<file path="config.mk">
export PLATFORM = sky130hd
export DESIGN_NAME = udp_tx_arbiter
export DESIGN_NICKNAME = d
export VERILOG_FILES = /design/src/rtl/udp_tx_arbiter.sv
export SDC_FILE = /design/constraint.sdc
export NUM_CORES = 1
export LEC_CHECK = 0
export ABC_AREA = 1
export BUFFER_PORTS_ARGS = -buffer_cell sky130_fd_sc_hd__buf_2
export CAP_MARGIN = 15
export CORE_UTILIZATION = 34
export CTS_BUF_LIST = sky130_fd_sc_hd__clkbuf_16
export DETAILED_ROUTE_END_ITERATION = 7
export MAX_ROUTING_LAYER = met4
export PLACE_DENSITY = 0.68
export SETUP_SLACK_MARGIN = 0.1
export SLEW_MARGIN = 20
export SYNTH_ARGS = -nofsm -noshare
export SYNTH_HDL_FRONTEND = slang
export SYNTH_SLANG_ARGS = --single-unit
</file>
<file path="constraint.sdc">
create_clock -name clk -period 3.2 [get_ports clk]
set_clock_uncertainty 0.1 [all_clocks]
set_input_delay 0 -clock clk [delete_from_list [all_inputs] [get_ports clk]]
set_output_delay 0 -clock clk [all_outputs]
set_load 0.01 [all_outputs]
</file>
<file path="src/rtl/udp_tx_arbiter.sv">
// udp_tx_arbiter
// Shares one UDP transmit engine between two payload sources in the GMII TX
// clock domain. A grant is only issued while no ARP frame is pending. Each
// grant runs one packet: start pulse, byte steering, completion, then an
// inter-packet gap. A watchdog aborts a packet whose completion never comes.
//
// Optional build macro: UDP_TX_ARB_FIXED_PRIO_EN
//   defined   -> fixed priority, ch0 always wins a tie, no last-grant record
//   undefined -> round-robin, ch0 preferred first after reset
//
// Ports
//   clk, rst_n                  GMII TX clock, async active-low reset
//   arp_busy                    blocks new grants while high
//   ch0_req/ch1_req             level requests, held until chN_done
//   ch0_byte_num/ch1_byte_num   payload length, sampled at grant
//   ch0_data/ch1_data           payload byte, valid the cycle after data_req
//   ch0_data_req/ch1_data_req   udp_tx_req forwarded to the granted channel
//   ch0_done/ch1_done           one-cycle packet-end pulse
//   udp_tx_start_en             one-cycle engine start pulse
//   udp_tx_byte_num             registered length of the granted packet
//   udp_tx_data                 payload byte of the granted channel
//   udp_tx_req, udp_tx_done     engine byte request / completion
//   busy                        high whenever the FSM is not IDLE
//   tx_err                      one-cycle pulse on watchdog abort
module udp_tx_arbiter #(
  parameter int unsigned GAP_CYCLES  = 12,
  parameter logic [19:0] WDOG_CYCLES = 20'd100000
) (
  input  logic        clk,
  input  logic        rst_n,
  input  logic        arp_busy,
  input  logic        ch0_req,
  input  logic        ch1_req,
  input  logic [15:0] ch0_byte_num,
  input  logic [15:0] ch1_byte_num,
  input  logic [7:0]  ch0_data,
  input  logic [7:0]  ch1_data,
  output logic        ch0_data_req,
  output logic        ch1_data_req,
  output logic        ch0_done,
  output logic        ch1_done,
  output logic        udp_tx_start_en,
  output logic [15:0] udp_tx_byte_num,
  output logic [7:0]  udp_tx_data,
  input  logic        udp_tx_req,
  input  logic        udp_tx_done,
  output logic        busy,
  output logic        tx_err
);

  typedef enum logic [1:0] {IDLE, START, BUSY, GAP} state_t;

  localparam logic [7:0]  GAP_LAST  = 8'(GAP_CYCLES);
  localparam logic [19:0] WDOG_LAST = WDOG_CYCLES - 20'd1;

  state_t      state, state_nxt;
  logic        grant, grant_nxt;        // 0 = ch0, 1 = ch1
  logic [15:0] byte_num, byte_num_nxt;
  logic [7:0]  gap_cnt, gap_cnt_nxt;
  logic [19:0] wdog, wdog_nxt;
  logic        done, done_nxt;
  logic        err_nxt;
  logic        win;
  logic [15:0] win_bytes;

`ifdef UDP_TX_ARB_FIXED_PRIO_EN
  assign win = ~ch0_req;
`else
  logic last, last_nxt;
  // On a tie the channel that was not served last wins.
  assign win = (ch0_req && ch1_req) ? ~last : ch1_req;
`endif

  assign win_bytes = win ? ch1_byte_num : ch0_byte_num;

  always_comb begin
    state_nxt    = state;
    grant_nxt    = grant;
    byte_num_nxt = byte_num;
    gap_cnt_nxt  = gap_cnt;
    wdog_nxt     = wdog;
    done_nxt     = 1'b0;
    err_nxt      = 1'b0;
`ifndef UDP_TX_ARB_FIXED_PRIO_EN
    last_nxt     = last;
`endif
    case (state)
      IDLE: begin
        if (!arp_busy && (ch0_req || ch1_req)) begin
          grant_nxt    = win;
          byte_num_nxt = win_bytes;
          gap_cnt_nxt  = 8'd0;
          if (win_bytes == 16'd0) begin
            // Nothing to send: complete immediately without touching the engine.
            done_nxt  = 1'b1;
            state_nxt = GAP;
`ifndef UDP_TX_ARB_FIXED_PRIO_EN
            last_nxt  = win;
`endif
          end else begin
            state_nxt = START;
          end
        end
      end
      START: begin
        wdog_nxt  = 20'd0;
        state_nxt = BUSY;
      end
      BUSY: begin
        if (wdog != 20'hFFFFF) wdog_nxt = wdog + 20'd1;
        // Completion wins over a coincident watchdog expiry.
        if (udp_tx_done || wdog >= WDOG_LAST) begin
          done_nxt    = 1'b1;
          err_nxt     = ~udp_tx_done;
          gap_cnt_nxt = 8'd0;
          state_nxt   = GAP;
`ifndef UDP_TX_ARB_FIXED_PRIO_EN
          last_nxt    = grant;
`endif
        end
      end
      GAP: begin
        // First GAP cycle carries the done pulse; GAP_CYCLES idle cycles follow.
        if (gap_cnt == GAP_LAST) state_nxt = IDLE;
        else                     gap_cnt_nxt = gap_cnt + 8'd1;
      end
      default: state_nxt = IDLE;
    endcase
  end

  always_ff @(posedge clk or negedge rst_n) begin
    if (!rst_n) begin
      state    <= IDLE;
      grant    <= 1'b0;
      byte_num <= 16'd0;
      gap_cnt  <= 8'd0;
      wdog     <= 20'd0;
      done     <= 1'b0;
      tx_err   <= 1'b0;
`ifndef UDP_TX_ARB_FIXED_PRIO_EN
      last     <= 1'b1;
`endif
    end else begin
      state    <= state_nxt;
      grant    <= grant_nxt;
      byte_num <= byte_num_nxt;
      gap_cnt  <= gap_cnt_nxt;
      wdog     <= wdog_nxt;
      done     <= done_nxt;
      tx_err   <= err_nxt;
`ifndef UDP_TX_ARB_FIXED_PRIO_EN
      last     <= last_nxt;
`endif
    end
  end

  assign busy            = (state != IDLE);
  assign udp_tx_start_en = (state == START);
  assign udp_tx_byte_num = byte_num;
  assign ch0_done        = done & ~grant;
  assign ch1_done        = done &  grant;
  assign ch0_data_req    = udp_tx_req & (state == BUSY) & ~grant;
  assign ch1_data_req    = udp_tx_req & (state == BUSY) &  grant;
  // Data can trail the last request by a cycle, so steer in every non-IDLE state.
  assign udp_tx_data     = (state == IDLE) ? 8'h00 : (grant ? ch1_data : ch0_data);

endmodule

</file>
# Word level (Yosys, flattened, before mapping)

Cells that the tools add are included.

Reductions and logical operators: 16
Multiplexer cells: 25
Bitwise operators: 8
Equal/unequal tests: 11
$lt $le $gt $ge: 1
Add/sub/neg operators: 2

Operators by type and width:

| operator                                              | count |
|---|---|
| 2-to-1 mux 8 bit                                      | 5 |
| one-hot mux 20 bit (2 select lines)                   | 1 |
| one-hot mux 8 bit (3 select lines)                    | 1 |
| adder 20 x 1 -> 20 bit, second input constant         | 1 |
| >= comparator 20 x 17 -> 1 bit, second input constant | 1 |
| 2-to-1 mux 20 bit                                     | 1 |
| != test 20 bit, second input constant                 | 1 |
| logical NOT 16 bit                                    | 1 |
| 2-to-1 mux 16 bit                                     | 1 |
| != test 2 bit, second input constant                  | 6 |
| 2-to-1 mux 1 bit                                      | 9 |
| adder 8 x 1 -> 8 bit, second input constant           | 1 |
| equality test 8 x 4 -> 1 bit, second input constant   | 1 |
| 2-to-1 mux 2 bit                                      | 4 |
| one-hot mux 2 bit (4 select lines)                    | 1 |
| AND reduction 4 bit                                   | 2 |
| nonzero test 2 bit                                    | 3 |
| bitwise AND 1 bit                                     | 5 |
| equality test 2 bit, second input constant            | 2 |
| one-hot mux 1 bit (2 select lines)                    | 2 |
| AND reduction 2 bit                                   | 2 |
| inverter 1 bit                                        | 3 |
| AND reduction 3 bit                                   | 1 |
| nonzero test 3 bit                                    | 1 |
| other kinds (5)                                       | 7 |

Register bits: 50
Word-level logic and storage cells: 71

# Logic depth before layout (Yosys ltp)

Gate-level depths: netlist of the first run.

Depth after elaboration: 7
Gate-level depth with buffers: 13
Mapped depth without buffers: 13

# Worst setup path after synthesis of the first run

OpenSTA, ideal clock, no wires.

Kind: register to register
From: register state[0]
To: register gap_cnt[0]
Path slack: 1.357 ns
Period minus slack after synthesis: 1.843 ns
Buffers on the path: 1
Cell stages (with the launch flop): 9
Required time: 2.982 ns
Arrival: 1.625 ns
Setup time: 0.118 ns
Cells stage by stage: dfrtp_1 > inv_1 > ha_1 > buf_2 > nor2_1 > o21ai_1 > nand2_1 > nand2_1 > nand2_1

Longest elaborated chain between the ends: 3

Ends and longest elaborated chain:

| what                                                                        | RTL line | source |
|---|---|---|
| start: declaration                                                          | 56       | `state_t state, state_nxt;` |
| start signal: assignment                                                    | 144      | `state <= state_nxt;` |
| equality test 2 bit / logical NOT 2 bit (equally long branches)             | 87       | `case (state)` |
| != test 2 bit (no source line) / nonzero test 3 bit (equally long branches) | --       |  |
| AND reduction 4 bit (no source line)                                        | --       |  |
| end signal: assignment                                                      | 147      | `gap_cnt <= gap_cnt_nxt;` |
| end: declaration                                                            | 59       | `logic [7:0] gap_cnt, gap_cnt_nxt;` |

Parallel ways exist; a longest one is shown, timed or not.
A chain may end at the register's enable or synchronous reset.

# Worst setup path in the final report of the first run

From: register state[0]
To: register wdog[17]

Longest elaborated chain between the ends: 3

Ends and longest elaborated chain:

| what                                                                        | RTL line | source |
|---|---|---|
| equality test 2 bit / equality test 2 x 1 -> 1 bit (equally long branches)  | 87       |  |
| != test 2 bit (no source line) / nonzero test 2 bit (equally long branches) | --       |  |
| AND reduction 2 bit (no source line)                                        | --       |  |
| end signal: assignment                                                      | 148      | `wdog <= wdog_nxt;` |
| end: declaration                                                            | 60       | `logic [19:0] wdog, wdog_nxt;` |

Parallel ways exist; a longest one is shown, timed or not.

==> metrics.txt, run 1 <==
combinational power share=0.464; synth cell count leaders=160 x nand2_1, 60 x nor2_1, 49 x dfrtp_1, 42 x nand3_1, 39 x inv_1; GRT Util Overall=0.193; final hold vios=0; Worst Path Required=about 3.3 ns; die width=~98 µm; first-pass GRT wire length=between 10 and 15 mm; maximum resistive drop on vdd=~0.31 mV; Starting Density=0.356; top-area cell type share of the netlist area=0.390; P_sw=roughly 1.1 mW; grt total ovfl=0; # Max-Cap Violations=0; crit end category=flip-flop; Placement Rows=34; DPL Wire Length=between 6 and 7 mm; GP Congestion=about 0.88; Final Setup Violations=0; routed vias=3391; Sw Ratio=0.431; Core ar.=around 8800 µm²; Slew Limit Fails=0; area delta synth->final=32.0%; worst-path fanout max=25; ANT nets after route=0; TritonCTS clock tree=built; status=finished, final reports clean; Die Y-Extent=98.2 µm; Routed WL=~8.6 mm; Clock Power Share=0.198; post-route DRC violation count=0; most frequent cell after synthesis=nand2_1; RSZ-0062 raised after global routing=no; placed insts=about 650; number of port buffers=85; H-tree levels=2; sequential power share=0.338; die area=a little under 10000 µm²; leakage=about 2.1 nW; CTS buffer count=5; synthesized area=around 3100 µm²; arrival time worst endpoint=about 2.3 ns; # diodes=0; IO Count=86; Clk Latency, worst-skew pair=0.29 ns; largest net degree at the start of global routing=30; Synth Flop Type=dfrtp_1; DRT iter0 DRCs=139; post-synthesis cell type count=32; post-synth net total=approximately 530; post-synthesis cell count=~470; filler cell count=between 800 and 900; FF+latch count, synth=50; syn avg cell area=between 6 and 7 µm²; Non-Filler Instances=about 690; Hold Crit Class=input port to asynchronous set/reset pin; EDFF count, synth=0; Fmax=between 400 and 500 MHz; root buffer cell=clkbuf_16; Nets=around 650; vias in the first global route=approximately 3.4k; Worst-Margin Slew=~0.57 ns; share of layout cells above drive strength 1=0.186; worst-case clock buffer depth=2; P_int=~1.5 mW; Async S/R FF share, synth=1.00; post-synthesis sequential area ratio=0.398; initial antenna violation count=0; vias per cell=just under 5; fin crit period=approximately 2.3 ns; DR WL/cell=~12 µm; critical path class=flip-flop to flip-flop; final worst path period share=0.708; ranking of synthesized cells by area=dfrtp_1 39%, nand2_1 19%, nor2_1 7.2%; Setup Buffers After CTS=0; Synth area leader=dfrtp_1; clock-pin slew on the worst setup and hold paths=roughly 0.07 ns; pre-CTS setup slack=roughly 0.94 ns; clock sinks=50; setup ws final=between 0.9 and 1 ns; pwr dens=around 640 nW/µm²; Yosys warnings=0; CP startpoint kind=flip-flop; DRT Pass-1 Iters=5; setup_tns=0 ns; Rel. slew slack=0.623; CTS resizes=0
==> metal layers <==
layer,up-vias,wire length (µm),global-route usage
li1,1724,-,-
met1,1550,3890,0.226
met2,100,4190,0.332
met3,17,352,0.0379
met4,0,148,0.0643
met5,-,0,-
==> through the flow <==
stage               hold WS (ns)  instance area (µm²)  utilization  power, mW
floorplan                 -0.396                 3150            -       1.67
global route               0.196                 4160        0.470       2.88
global placement         -0.0798                 3670        0.415       2.03
finish                     0.137                 4160        0.470       2.65
detailed placement       -0.0711                 3670        0.415       2.06
CTS                        0.147                 4160        0.470       2.65
==> power groups by stage <==
stage / Clock (mW) / Combinational [mW] / Sequential (mW)
final: 0.525 / 1.23 / 0.895
after global routing: 0.563 / 1.40 / 0.917
after CTS: 0.533 / 1.22 / 0.895
after detailed placement: 0 / 1.16 / 0.901
after global placement: 0 / 1.13 / 0.898
after floorplan: 0 / 0.753 / 0.917
==> placed cells by master, fill, tap and decap left out, drive strengths merged, types with 2 or more instances in the layout <==
| master | n |
|---|---|
| nand2 | 166 |
| buf | 88 |
| nor2 | 63 |
| dfrtp | 49 |
| nand3 | 43 |
| inv | 43 |
| dlygate4sd3 | 34 |
| o21ai | 28 |
| a21oi | 17 |
| nor3 | 15 |
| nand4 | 7 |
| ha | 7 |
| xor2 | 5 |
| clkbuf | 5 |
| nor4 | 2 |
| nand3b | 2 |
| nor3b | 2 |
| clkinv | 2 |
==> path summary, 6_finish.rpt <==
check	startpoint	end	slack, ns	cells after the start
min in group clk	arp_busy	last	0.16	7
hold reg to reg	udp_tx_byte_num[2]	udp_tx_byte_num[2]	0.37	2
max in group asynchronous	rst_n	last	2.06	3
setup reg to reg	state[0]	wdog[17]	0.94	8
hold / removal	rst_n	wdog[10]	0.14	2
setup / recovery	state[0]	wdog[17]	0.94	8
==> area by class of cell <==
type,count,area [µm²],share of cell area
tap,108,135,0.0325
multi-input combinational,363,1680,0.404
inverter,42,158,0.0379
sequential,50,1250,0.301
timing repair buffer,122,788,0.190
clock inverter,3,17.5,0.00422
clock buffer,5,125,0.0301
==> critical path, stage by stage (launching register included) <==
cell and delay [ns]:
dfrtp_1 0.40, inv_1 0.10, ha_1 0.43, inv_1 0.17, nand2_1 0.36, nand2_4 0.24, nand2_1 0.14, xor2_1 0.14
nor2_1 0.05
==> flip-flops by register name, indices dropped and copies added, names as in the netlist <==
signal,flops
grant,1
state,2
gap_cnt,8
wdog,20
udp_tx_byte_num,16
done,1
tx_err,1
last,1
==> logic make-up after synthesis <==
family / count (synthesis) / synth area share
XOR/XNOR: 5 / 0.0139
buffers and inverters: 54 / 0.0688
flip-flops: 50 / 0.398
AND/OR/NAND/NOR: 303 / 0.414
adder cells (fa/ha/maj): 7 / 0.0278
AO/OA/AOI/OAI: 48 / 0.0779
==> what timing repair did <==
action / in CTS / in global routing
hold buffers: 34 / 0
endpoints found under the setup margin: 0 / 0
endpoints found under the hold margin: 39 / 0
Power figures use the tool's default switching activity.
==> run 2: changes to the inputs <==
==> constraint.sdc (replaced) <==
create_clock -name clk -period 2.2 [get_ports clk]
set_clock_uncertainty 0.1 [all_clocks]
set_input_delay 0 -clock clk [delete_from_list [all_inputs] [get_ports clk]]
set_output_delay 0 -clock clk [all_outputs]
set_load 0.01 [all_outputs]
==> metrics.txt, run 2 (synthesis results as in run 1) <==
ANT nets after route=0 (unchanged); setup_tns=0 ns (unchanged); CTS buffer count=5 (unchanged); DRT Pass-1 Iters=5 (unchanged); Fmax=491 MHz (was 442 MHz); CP startpoint kind=flip-flop (unchanged); largest net degree at the start of global routing=29 (was 30); GRT Util Overall=0.190 (was 0.193); most common cell after layout, fill and taps aside=nand2_1 (unchanged); # Max-Cap Violations=0 (unchanged); Core ar.=8850 µm² (unchanged); grt total ovfl=0 (unchanged); vias per cell=4.94 (was 4.89); Hold Crit Class=input port to asynchronous set/reset pin (unchanged); Worst-Margin Slew=0.464 ns (was 0.566 ns); fin crit period=2.04 ns (was 2.26 ns); DRT iter0 DRCs=149 (was 139); Rel. slew slack=0.688 (was 0.623); Biggest register=wdog (unchanged); Nets=655 (was 646); worst-case clock buffer depth=2 (unchanged); CP max stage delay=0.39 ns (was 0.43 ns); slowest CP cell=dfrtp_1 (was ha_1); number of port buffers=85 (unchanged); filler cell count=851 (was 873); die width=98.2 µm (unchanged); final worst path period share=0.925 (was 0.708); final hold vios=0 (unchanged); CP top delay family=simple AND/OR/NAND/NOR gates (unchanged); RSZ-0062 raised after global routing=yes (was no); Placement Rows=34 (unchanged); sequential power share=0.325 (was 0.338); GP Congestion=0.874 (was 0.883); DPL Wire Length=6.12 mm (was 6.19 mm); worst-path fanout max=4 (was 25); Starting Density=0.356 (unchanged); P_sw=1.74 mW (was 1.14 mW); crit-path cells=ha_2, nand2_2, nor2_4, nand2_2, nor2_4, nand3_2, nand2_4, buf_4, a21oi_1, o21ai_1, a21oi_1 (was inv_1, ha_1, inv_1, nand2_1, nand2_4, nand2_1, xor2_1, nor2_1); routed vias=3468 (was 3391); Slew Limit Fails=0 (unchanged); max reg flops=20 (unchanged); Sw Ratio=0.433 (was 0.431); die area=9650 µm² (unchanged); post-route DRC violation count=0 (unchanged); combinational power share=0.488 (was 0.464); Die Y-Extent=98.2 µm (unchanged); register area=1250 µm² (unchanged); IO Count=86 (unchanged); Tot Pwr=4.01 mW (was 2.65 mW); most frequent cells in the layout=158 x nand2_1, 85 x buf_2, 60 x nor2_1 (was 160 x nand2_1, 85 x buf_2, 60 x nor2_1); critical path class=flip-flop to flip-flop (unchanged); initial antenna violation count=0 (unchanged); area delta synth->final=35.5% (was 32.0%); Worst Path Buf+Inv=1 (was 2); arrival time worst endpoint=2.10 ns (was 2.34 ns); DR WL/cell=12.5 µm (was 12.4 µm); TritonCTS clock tree=built (unchanged); H-tree levels=2 (unchanged); clock-pin slew on the worst setup and hold paths=0.07 ns (about the same); Clock Power Share=0.187 (was 0.198); Final Setup Violations=0 (unchanged); pwr dens=939 nW/µm² (was 638 nW/µm²); multi-input combinational cell area=1740 µm² (was 1680 µm²); # diodes=0 (unchanged); leakage=2.20 nW (was 2.15 nW); Worst Path Required=2.26 ns (was 3.27 ns); Clk Latency, worst-skew pair=0.29 ns (about the same); P_int=2.27 mW (was 1.51 mW); share of layout cells above drive strength 1=0.209 (was 0.186); Routed WL=8.79 mm (was 8.59 mm); status=finished, final reports clean (unchanged); clock sinks=50 (unchanged); vias in the first global route=3405 (was 3370); crit end category=flip-flop (unchanged); maximum resistive drop on vdd=0.434 mV (was 0.312 mV); root buffer cell=clkbuf_16 (unchanged); first-pass GRT wire length=14.7 mm (was 14.8 mm)
## run 2: cell count changes in the layout (fill, tap and decap cells not counted), moves of 2 or more
cell     before  now
ha_1          7    5
buf_4         3   12
nand2_4       2    4
ha_2          0    2
nand2_1     160  158
## run 2: what timing repair did
item                                    CTS  global route
endpoints found under the setup margin    0            41
setup buffers                             0             5
hold buffers                             33             0
hold endpoints to repair                 67             0
gates resized for setup                   0            11
## run 2: final timing paths
kind / startpoint / to / slack (ns) / cells past startpoint
worst max register to register: wdog[1] / wdog[8] / 0.16 / 11
worst max-delay path: wdog[1] / wdog[8] / 0.16 / 11
worst min register to register: udp_tx_byte_num[8] / udp_tx_byte_num[8] / 0.37 / 2
max in group asynchronous: rst_n / last / 1.33 / 3
worst min-delay path: rst_n / wdog[10] / 0.01 / 2
min in group clk: ch1_byte_num[13] / udp_tx_byte_num[13] / 0.01 / 5
## run 2: metrics by stage
step | hold slack, ns | utilization | cells | instance area [µm²] | setup WS [ns]
final | 0.0109 | 0.482 | 702 | 4270 | 0.164
after global routing | 0.0505 | 0.482 | 702 | 4270 | 0.0355
after CTS | 0.00609 | 0.471 | 696 | 4170 | 0.107
after detailed placement | -0.215 | 0.418 | 655 | 3700 | 0.124
after global placement | -0.217 | 0.418 | 655 | 3700 | 0.193
after floorplan | -0.396 | - | 467 | 3150 | 0.357
## run 2: per-layer routing
| layer | vias to the layer above | routed length [µm] | track usage |
|---|---|---|---|
| li1 | 1748 | - | - |
| met3 | 11 | 379 | 0.0329 |
| met2 | 96 | 4500 | 0.341 |
| met1 | 1613 | 3800 | 0.216 |
| met5 | - | 0 | - |
| met4 | 0 | 119 | 0.0551 |
## run 2: cell type report
type                            instances  area share
Multi-Input combinational cell        364       0.407
Tap cell                              108      0.0317
Timing Repair Buffer                  130       0.198
Clock buffer                            5      0.0293
Clock inverter                          3     0.00323
Inverter                               42      0.0370
Sequential cell                        50       0.294
## run 2: power by group through the flow
stage / Clock [mW] / Sequential (mW) / Combinational, mW
2_1_floorplan: 0 / 1.33 / 1.09
3_3_place_gp: 0 / 1.31 / 1.66
3_5_place_dp: 0 / 1.30 / 1.71
4_1_cts: 0.763 / 1.29 / 1.80
5_1_grt: 0.790 / 1.34 / 2.19
6_report: 0.749 / 1.30 / 1.95
